[src/rtl/wired_bus_arb_pkg.sv]
// Shared types and helpers for the wired-bus round-robin arbiter.
// Holds the FSM state encoding and the multi-driver detection helper.
package wired_bus_arb_pkg;

  typedef enum logic [1:0] {
    IDLE       = 2'd0,
    GRANT      = 2'd1,
    TURNAROUND = 2'd2
  } arb_state_t;

  // True when more than one bit is set: clearing the lowest set bit leaves something behind.
  function automatic logic popcount_gt1(input logic [15:0] v);
    return (v & (v - 16'd1)) != 16'd0;
  endfunction

endpackage

[src/rtl/wired_bus_arbiter_rr_pick.sv]
// Combinational round-robin picker: first set request searching upward from last+1, wrapping.
// Shared by the IDLE and end-of-turnaround decisions.
module rr_pick #(
  parameter int N_REQ = 4,
  localparam int ID_W = $clog2(N_REQ)
) (
  input  logic [N_REQ-1:0] req,
  input  logic [ID_W-1:0]  last,
  output logic             valid,
  output logic [ID_W-1:0]  winner
);

  logic [ID_W-1:0] sel;

  // Walk from the farthest candidate to the nearest so the nearest hit overrides.
  always_comb begin
    valid  = 1'b0;
    winner = '0;
    sel    = '0;
    for (int i = N_REQ; i >= 1; i--) begin
      sel = ID_W'((int'(last) + i) % N_REQ);
      if (req[sel]) begin
        valid  = 1'b1;
        winner = sel;
      end
    end
  end

endmodule

[src/rtl/wired_bus_arbiter.sv]
// Round-robin owner arbiter for a shared wired (trior/wand) net bundle, with turnaround
// gaps, bounded tenure under contention and sticky drive-contention monitoring.
module wired_bus_arbiter
  import wired_bus_arb_pkg::*;
#(
  parameter int N_REQ    = 4,
  parameter int MAX_HOLD = 8,
  parameter int TA_CYC   = 1,
  localparam int ID_W    = $clog2(N_REQ)
) (
  input  logic             clk,
  input  logic             rst_n,
  input  logic [N_REQ-1:0] req,
  input  logic [N_REQ-1:0] drv_en,
  input  logic             clr_err,
  output logic [N_REQ-1:0] gnt,
  output logic [ID_W-1:0]  owner_id,
  output logic             bus_busy,
  output logic             preempt,
  output logic             err_contention,
  output logic [1:0]       dbg_state
);

  localparam int TEN_W = $clog2(MAX_HOLD);
  localparam int TA_W  = (TA_CYC > 1) ? $clog2(TA_CYC) : 1;
  localparam logic [TEN_W-1:0] TEN_MAX = TEN_W'(MAX_HOLD - 1);
  localparam logic [TA_W-1:0]  TA_LAST = TA_W'(TA_CYC - 1);

  arb_state_t       state_q, state_d;
  logic [N_REQ-1:0] gnt_q, gnt_d;
  logic [ID_W-1:0]  owner_q, owner_d;
  logic [TEN_W-1:0] tenure_q, tenure_d;
  logic [TA_W-1:0]  ta_q, ta_d;
  logic             preempt_q, preempt_d;
  logic             err_q, err_d;

  logic             pick_valid;
  logic [ID_W-1:0]  pick_idx;
  logic             owner_req;
  logic             other_req;
  logic             contention;

  rr_pick #(.N_REQ(N_REQ)) u_pick (
    .req    (req),
    .last   (owner_q),
    .valid  (pick_valid),
    .winner (pick_idx)
  );

  assign owner_req  = req[owner_q];
  assign other_req  = |(req & ~gnt_q);
  assign contention = popcount_gt1(16'(drv_en)) || (|(drv_en & ~gnt_q));

  always_comb begin
    state_d   = state_q;
    gnt_d     = gnt_q;
    owner_d   = owner_q;
    tenure_d  = tenure_q;
    ta_d      = ta_q;
    preempt_d = 1'b0;
    err_d     = contention || (err_q && !clr_err);
    case (state_q)
      IDLE: begin
        if (pick_valid) begin
          state_d  = GRANT;
          gnt_d    = N_REQ'(1) << pick_idx;
          owner_d  = pick_idx;
          tenure_d = '0;
        end
      end
      GRANT: begin
        // A voluntary drop wins over a same-cycle tenure expiry, so no preempt then.
        if (!owner_req) begin
          state_d = TURNAROUND;
          gnt_d   = '0;
          ta_d    = '0;
        end else if (tenure_q == TEN_MAX && other_req) begin
          state_d   = TURNAROUND;
          gnt_d     = '0;
          ta_d      = '0;
          preempt_d = 1'b1;
        end else if (tenure_q != TEN_MAX) begin
          tenure_d = tenure_q + 1'b1;
        end
      end
      TURNAROUND: begin
        if (ta_q == TA_LAST) begin
          if (pick_valid) begin
            state_d  = GRANT;
            gnt_d    = N_REQ'(1) << pick_idx;
            owner_d  = pick_idx;
            tenure_d = '0;
          end else begin
            state_d = IDLE;
          end
        end else begin
          ta_d = ta_q + 1'b1;
        end
      end
      default: begin
        state_d = IDLE;
        gnt_d   = '0;
      end
    endcase
  end

  always_ff @(posedge clk or negedge rst_n) begin
    if (!rst_n) begin
      state_q   <= IDLE;
      gnt_q     <= '0;
      owner_q   <= ID_W'(N_REQ - 1);
      tenure_q  <= '0;
      ta_q      <= '0;
      preempt_q <= 1'b0;
      err_q     <= 1'b0;
    end else begin
      state_q   <= state_d;
      gnt_q     <= gnt_d;
      owner_q   <= owner_d;
      tenure_q  <= tenure_d;
      ta_q      <= ta_d;
      preempt_q <= preempt_d;
      err_q     <= err_d;
    end
  end

  assign gnt            = gnt_q;
  assign owner_id       = owner_q;
  assign bus_busy       = |gnt_q;
  assign preempt        = preempt_q;
  assign err_contention = err_q;
  assign dbg_state      = state_q;

endmodule

[config.mk]
export PLATFORM = sky130hd
export DESIGN_NAME = wired_bus_arbiter
export DESIGN_NICKNAME = d
export VERILOG_FILES = /design/src/rtl/wired_bus_arb_pkg.sv /design/src/rtl/wired_bus_arbiter_rr_pick.sv /design/src/rtl/wired_bus_arbiter.sv
export SDC_FILE = /design/constraint.sdc
export NUM_CORES = 1
export LEC_CHECK = 0
export ABC_CLOCK_PERIOD_IN_PS = 2150
export CAP_MARGIN = 30
export CORE_MARGIN = 5
export CORE_UTILIZATION = 33
export DETAILED_ROUTE_END_ITERATION = 10
export PLACE_DENSITY = 0.56
export SETUP_SLACK_MARGIN = 0.1
export SYNTH_ARGS = -nofsm -noshare
export SYNTH_HDL_FRONTEND = slang
export SYNTH_SLANG_ARGS = --single-unit
[constraint.sdc]
create_clock -name clk -period 2.15 [get_ports clk]
set_input_delay 0.3225 -clock clk [delete_from_list [all_inputs] [get_ports clk]]
set_output_delay 0.3225 -clock clk [all_outputs]
set_load 0.05 [all_outputs]
Yosys cells after proc, flatten, opt, wreduce, memory -nomap -nowiden --
Index checks and enable logic that the tools add are counted.
Word-level totals: flip-flop bits (word level) 14, bits of input ports 11, output and inout port bits 11, word-level logic and storage cells 97
Operators by class: $add $sub $neg 7, $lt $le $gt $ge 5, equality and inequality tests 10, shift-type cells 1, multiplexer cells 45, bitwise logic cells 4, reduce and logical (&&, ||, !) cells 18
Operator list (number):
- two-way mux 2 bit | 10
- AND 4 x 16 -> 16 bit | 1
- two-way mux 1 bit | 16
- two-way mux 4 bit | 4
- nonzero test 16 bit | 1
- less-than comparator 2 x 3 -> 1 bit, second input constant | 5
- two-way mux 3 bit | 5
- one-hot mux 4 bit (3 select lines) | 1
- OR reduction 4 bit | 3
- binary-select mux 1 bit (select 2 bit) | 5
- inequality test 2 bit, second input constant | 5
- one-hot mux 3 bit (3 select lines) | 1
- AND 4 bit | 2
- inequality test 3 bit, second input constant | 2
- one-hot mux 2 bit (3 select lines) | 1
- AND reduction 2 bit | 3
- AND reduction 5 bit | 1
- subtractor 4 x 1 -> 5 bit, second input constant | 1
- adder 2 x 1 -> 2 bit, second input constant | 2
- adder 2 bit, second input constant | 2
- inverter 4 bit | 1
- one-hot mux 2 bit (2 select lines) | 1
- nonzero test 2 bit | 2
- << shifter 1 x 2 -> 4 bit, first input constant | 1
- other kinds (12) | 14

Logic depth before layout (Yosys ltp) --
depth in word-level cells 11, gate-level depth with buffers 5, depth with buffers taken out 5

Modules after synthesis --
From an unflattened synthesis, not the netlist that was laid out.
Unflattened totals: cell total of the unflattened synthesis 74, area total of the unflattened synthesis 760.7 um^2
Modules (own cells, without submodules):
- wired_bus_arbiter | instances 1, cells an instance 60, area an instance 669.4 um^2, sequential area each 327.8 um^2
- rr_pick | instances 1, cells an instance 14, area an instance 91.3 um^2, sequential area each 0.0 um^2

Worst setup path after synthesis --
OpenSTA, ideal clock, no wires.
path kind reg-to-reg, start point register owner_q[0], in the netlist owner_id[0], end point register gnt_q[0], in the netlist gnt[0], setup time 0.130 ns, arrival 1.582 ns, data required time 2.020 ns, setup slack 0.438 ns, cell stages (with the launch flop) 5, buffers on the path 0, clock period less this slack 1.712 ns, path through dfstp_2 -> mux2_2 -> a22o_1 -> a21oi_2 -> o22ai_1
On the way: cells in the longest elaborated chain, start to end 11, elaborated cells between the ends (all ways) 29, those cells by class 4 x add/sub; 1 x eq/ne; 1 x shift; 22 x mux; 1 x reduce/logical
RTL lines:
- start, declared | line wired_bus_arbiter.sv:31 | logic [ID_W-1:0] owner_q, owner_d;
- start signal, assigned | line wired_bus_arbiter.sv:111 | owner_q <= ID_W'(N_REQ - 1);
- start signal, assigned | line wired_bus_arbiter.sv:119 | owner_q <= owner_d;
- adder 2 x 1 -> 2 bit | line wired_bus_arbiter_rr_pick.sv:21 | sel = ID_W'((int'(last) + i) % N_REQ);
- binary-select mux 1 bit (select 2 bit) | line wired_bus_arbiter_rr_pick.sv:22 | if (req[sel]) begin
- two-way mux 1 bit (implied by the code) | line wired_bus_arbiter_rr_pick.sv:22
- two-way mux 2 bit (4 in series) | line wired_bus_arbiter_rr_pick.sv:22
- << shifter 1 x 2 -> 4 bit | line wired_bus_arbiter.sv:66, wired_bus_arbiter.sv:90
- two-way mux 4 bit | line wired_bus_arbiter.sv:64, wired_bus_arbiter.sv:88
- two-way mux 4 bit | line wired_bus_arbiter.sv:87 | if (ta_q == TA_LAST) begin
- one-hot mux 4 bit (3 select lines) | line wired_bus_arbiter.sv:62 | case (state_q)
- end signal, assigned | line wired_bus_arbiter.sv:118 | gnt_q <= gnt_d;
- end, declared | line wired_bus_arbiter.sv:30 | logic [N_REQ-1:0] gnt_q, gnt_d;
Parallel ways exist; a longest one is shown, timed or not. The select of a mux whose other input is x is not followed. A chain may end at the register's enable or synchronous reset.

Final worst setup path --
start point register state_q[0], in the netlist dbg_state[0], end point output dbg_state[0]
RTL lines:
- start, declared | line wired_bus_arbiter.sv:29 | arb_state_t state_q, state_d;
- start signal, assigned | line wired_bus_arbiter.sv:117 | state_q <= state_d;
- end, declared | line wired_bus_arbiter.sv:21 | output logic [1:0] dbg_state
No word-level cell between the ends.

==> impl_results.html <==
<table>
<tr><th>Metric</th><th>Value</th></tr>
<tr><th colspan="2">Outcome</th></tr>
<tr><td>Result of the run</td><td>completed</td></tr>
<tr><th colspan="2">Global routing</th></tr>
<tr><td>Antenna violations before repair</td><td>0</td></tr>
<tr><td>Vias in the first global route</td><td>734</td></tr>
<tr><td>Global-route congestion overflow total</td><td>0</td></tr>
<tr><td>Maximum number of pins on one net before global-route repair</td><td>14</td></tr>
<tr><td>Total Routing Usage GR</td><td>13.0%</td></tr>
<tr><td>First-pass GRT wire length</td><td>3370 um</td></tr>
<tr><th colspan="2">Setup path</th></tr>
<tr><td>Worst Setup End Kind</td><td>primary output</td></tr>
<tr><td>Total buffers and inverters traversed by the critical path</td><td>1</td></tr>
<tr><td>Worst Setup Start Kind</td><td>flip-flop</td></tr>
<tr><td>Cell at the slowest stage of the critical path</td><td>sky130_fd_sc_hd__clkdlybuf4s50_1</td></tr>
<tr><td>CP cell instances</td><td>clkdlybuf4s50_1</td></tr>
<tr><td>Delay of the slowest cell on the worst path</td><td>0.86 ns</td></tr>
<tr><td>Crit Path Max Fanout</td><td>10</td></tr>
<tr><td>Crit Path Category</td><td>reg -&gt; out</td></tr>
<tr><td>Kind of cell adding the most delay to the critical path</td><td>buffers and inverters</td></tr>
<tr><td>Data required time of the worst path</td><td>1.83 ns</td></tr>
<tr><td>Arrival time at the worst endpoint</td><td>1.65 ns</td></tr>
<tr><th colspan="2">Synth</th></tr>
<tr><td>Post-synthesis sequential area ratio</td><td>38.9%</td></tr>
<tr><td>Share of the synthesized area in compound gates (AO/OA/AOI/OAI)</td><td>22.4%</td></tr>
<tr><td>Largest family of logic cells by synthesized area</td><td>simple AND/OR/NAND/NOR gates</td></tr>
<tr><td>Average cell area after synthesis</td><td>9.57 sq um</td></tr>
<tr><td>Multiplexer share of the synthesized area</td><td>5.65%</td></tr>
<tr><td>Synth cell types</td><td>34</td></tr>
<tr><td>Simple-gate share of the synthesized area</td><td>26.7%</td></tr>
<tr><td>Flip-flop and latch count after synthesis</td><td>13</td></tr>
<tr><td>Biggest area contributors in the synthesized netlist</td><td>sky130_fd_sc_hd__dfrtp_1 33%, sky130_fd_sc_hd__dfstp_2 6.2%, sky130_fd_sc_hd__nor2b_1 5.9%</td></tr>
<tr><td>Share of Yosys cell area claimed by the top area cell type</td><td>32.7%</td></tr>
<tr><td>Count of synthesis-stage warnings from yosys</td><td>0</td></tr>
<tr><td>Post-synthesis cell type with the largest combined area</td><td>sky130_fd_sc_hd__dfrtp_1</td></tr>
<tr><td>Post-Syn Nets</td><td>101</td></tr>
<tr><td>Xor-xnor portion of the synthesized cell area</td><td>0%</td></tr>
<tr><td>Area share of fa/ha/maj cells after synthesis</td><td>2.97%</td></tr>
<tr><td>Area of the mapped netlist</td><td>842 sq um</td></tr>
<tr><td>Cells after synthesis</td><td>88</td></tr>
<tr><th colspan="2">Placement</th></tr>
<tr><td>Total of buffers placed on input and output ports</td><td>21</td></tr>
<tr><td>Global placer's final weighted congestion</td><td>0.850</td></tr>
<tr><td>Half-perimeter wire length after detailed placement</td><td>1560 um</td></tr>
<tr><th colspan="2">STA</th></tr>
<tr><td>Worst Clk Skew</td><td>0.00816 ns</td></tr>
<tr><td>Slew headroom</td><td>60.5%</td></tr>
<tr><td>Final-report hold violation count</td><td>0</td></tr>
<tr><td>Achievable Freq</td><td>508 MHz</td></tr>
<tr><td>Unrepaired setup endpoints after global routing</td><td>false</td></tr>
<tr><td>Final count of negative-setup-slack endpoints</td><td>0</td></tr>
<tr><td>Final total negative setup slack</td><td>0 ns</td></tr>
<tr><td>Number of max-slew violations in the final report</td><td>0</td></tr>
<tr><td>Tightest Pin Transition</td><td>0.591 ns</td></tr>
<tr><td>Ratio of final minimum period to clock period</td><td>91.6%</td></tr>
<tr><td>Minimum clock period after layout</td><td>1.97 ns</td></tr>
<tr><th colspan="2">Die</th></tr>
<tr><td>Initial core utilization</td><td>34.3%</td></tr>
<tr><td>Chip width</td><td>60.5 um</td></tr>
<tr><td>I/O pins</td><td>22</td></tr>
<tr><td>Area of the die</td><td>3660 sq um</td></tr>
<tr><td>Number of rows created at floorplan</td><td>18</td></tr>
<tr><td>Vertical die dimension</td><td>60.5 um</td></tr>
<tr><td>Core ar.</td><td>2450 sq um</td></tr>
<tr><th colspan="2">Pwr</th></tr>
<tr><td>Power consumption</td><td>1.66 mW</td></tr>
<tr><td>Pleak</td><td>0.474 nW</td></tr>
<tr><td>Power per cell area</td><td>1500 nW/um^2</td></tr>
<tr><td>Peak ir drop on the vdd network</td><td>0.884 mV</td></tr>
<tr><th colspan="2">Drt</th></tr>
<tr><td>Detailed-route via count</td><td>745</td></tr>
<tr><td>Average wire per standard cell</td><td>14.5 um</td></tr>
<tr><td>Post-DRT Antenna Nets</td><td>0</td></tr>
<tr><td>Detailed-route vias per instance</td><td>5.25</td></tr>
<tr><td>DRC errors left</td><td>0</td></tr>
<tr><td>Number of optimization iterations in the first detailed-route pass</td><td>4</td></tr>
<tr><td>Iteration-0 DRC Markers</td><td>18</td></tr>
<tr><td>Wire length reported by the detailed router</td><td>2060 um</td></tr>
<tr><th colspan="2">Layout</th></tr>
<tr><td>Most common cell after layout, fill and taps aside</td><td>sky130_fd_sc_hd__clkdlybuf4s50_1</td></tr>
<tr><td>Number of fill cells in the layout</td><td>250</td></tr>
<tr><td>Nets</td><td>126</td></tr>
<tr><td>Commonest cells after routing, fill and taps aside</td><td>18 x sky130_fd_sc_hd__clkdlybuf4s50_1, 11 x sky130_fd_sc_hd__dfrtp_1, 8 x sky130_fd_sc_hd__nor2b_1, 7 x sky130_fd_sc_hd__nand2_1</td></tr>
<tr><td>P&amp;R area growth vs syn</td><td>31.8%</td></tr>
<tr><td>Share of final-layout standard cells stronger than drive strength 1</td><td>13.4%</td></tr>
<tr><td>Antenna diode instance count</td><td>0</td></tr>
<tr><th colspan="2">Job</th></tr>
<tr><td>Max-cap viol count</td><td>0</td></tr>
<tr><th colspan="2">Clock tree</th></tr>
<tr><td>CTS tree</td><td>yes</td></tr>
<tr><td>Clk_lat worst skew</td><td>0.29 ns</td></tr>
<tr><td>H-tree Lvls</td><td>1</td></tr>
<tr><td>Max clock buf depth</td><td>2</td></tr>
<tr><td>Num CTS Buffers</td><td>3</td></tr>
<tr><td>Clock tree root buffer cell</td><td>sky130_fd_sc_hd__clkbuf_4</td></tr>
<tr><td>Worst-path clk slew</td><td>0.09 ns</td></tr>
<tr><td>TritonCTS sink count</td><td>13</td></tr>
<tr><th colspan="2">Min path</th></tr>
<tr><td>Class of the most critical hold timing path</td><td>in -&gt; async</td></tr>
</table>
==> cell usage after synthesis, drive strengths merged <==
master,number
or2,1
ha,2
nand2b,3
nor2b,9
o311ai,1
o41ai,1
a31oi,1
nand4,4
o21ai,4
a21o,2
nor2,5
o21a,1
nor4,1
nand2,7
o2bb2ai,2
a21oi,3
a22oi,1
o22ai,4
buf,1
nand3,6
inv,6
o22a,1
mux2,3
a22o,1
dfstp,2
nor3b,1
mux2i,1
dfrtp,11
a221o,1
and2b,1
and3b,1
==> layout make-up <==
cell class	count	area [sq um]	area share, %
flip-flops and latches	13	328	29.5
inverters	6	22.5	2.03
well taps	30	37.5	3.38
repair buffers	21	209	18.8
multi-input cells	68	487	43.9
clock buffers	4	26.3	2.37
==> sequential cells by signal (all words and copies together), names as in the netlist <==
register	cells
gnt	4
tenure_q	3
preempt	1
dbg_state	2
owner_id	2
err_contention	1
==> routing by layer <==
| metal | up-vias | share of wire [%] | routed length [um] | GRT usage, % |
|---|---|---|---|---|
| met5 | - | 0 | 0 | 0 |
| met4 | 0 | 2.7 | 55 | 8.36 |
| met3 | 5 | 8.1 | 168 | 3.19 |
| met2 | 24 | 43 | 894 | 20.4 |
| met1 | 338 | 46 | 945 | 16.0 |
| li1 | 378 | - | - | - |
==> timing repair <==
item,4_1_cts,5_1_grt
buffers inserted,0,0
hold buffers,0,0
endpoints found under the setup margin,1,1
resized for setup,1,1
==> power by group <==
part | internal, mW | switching, mW
clock network | 0.0722 | 0.0881
logic | 0.369 | 0.644
registers | 0.353 | 0.136
total | 0.794 | 0.868
==> per-stage QoR <==
stage / instance area (sq um) / cells / worst slack [ns] / util [%] / hold WS, ns
after floorplan: 842 / 88 / 0.438 / - / 0.0269
after global placement: 1080 / 138 / 0.251 / 44.1 / 0.503
after detailed placement: 1080 / 138 / 0.259 / 44.1 / 0.503
after CTS: 1110 / 142 / 0.124 / 45.1 / 0.438
after global routing: 1110 / 142 / 0.120 / 45.2 / 0.451
final: 1110 / 142 / 0.180 / 45.2 / 0.399
==> kinds of logic after synthesis <==
group	count (synthesis)
flops	13
mux	4
buf+inv	7
simple gates	39
fa+ha+maj	2
compound gates	23
==> worst paths after layout <==
path	startpoint	slack [ns]	cells after the start	endpoint
setup / recovery	dbg_state[0]	0.18	1	dbg_state[0]
hold / removal	rst_n	0.40	1	gnt[2]
setup reg to reg	owner_id[0]	0.51	4	gnt[2]
hold reg to reg	err_contention	0.52	1	err_contention
max in group asynchronous	rst_n	1.36	1	dbg_state[1]
min in group clk	err_contention	0.52	1	err_contention
Power figures use the tool's default switching activity.
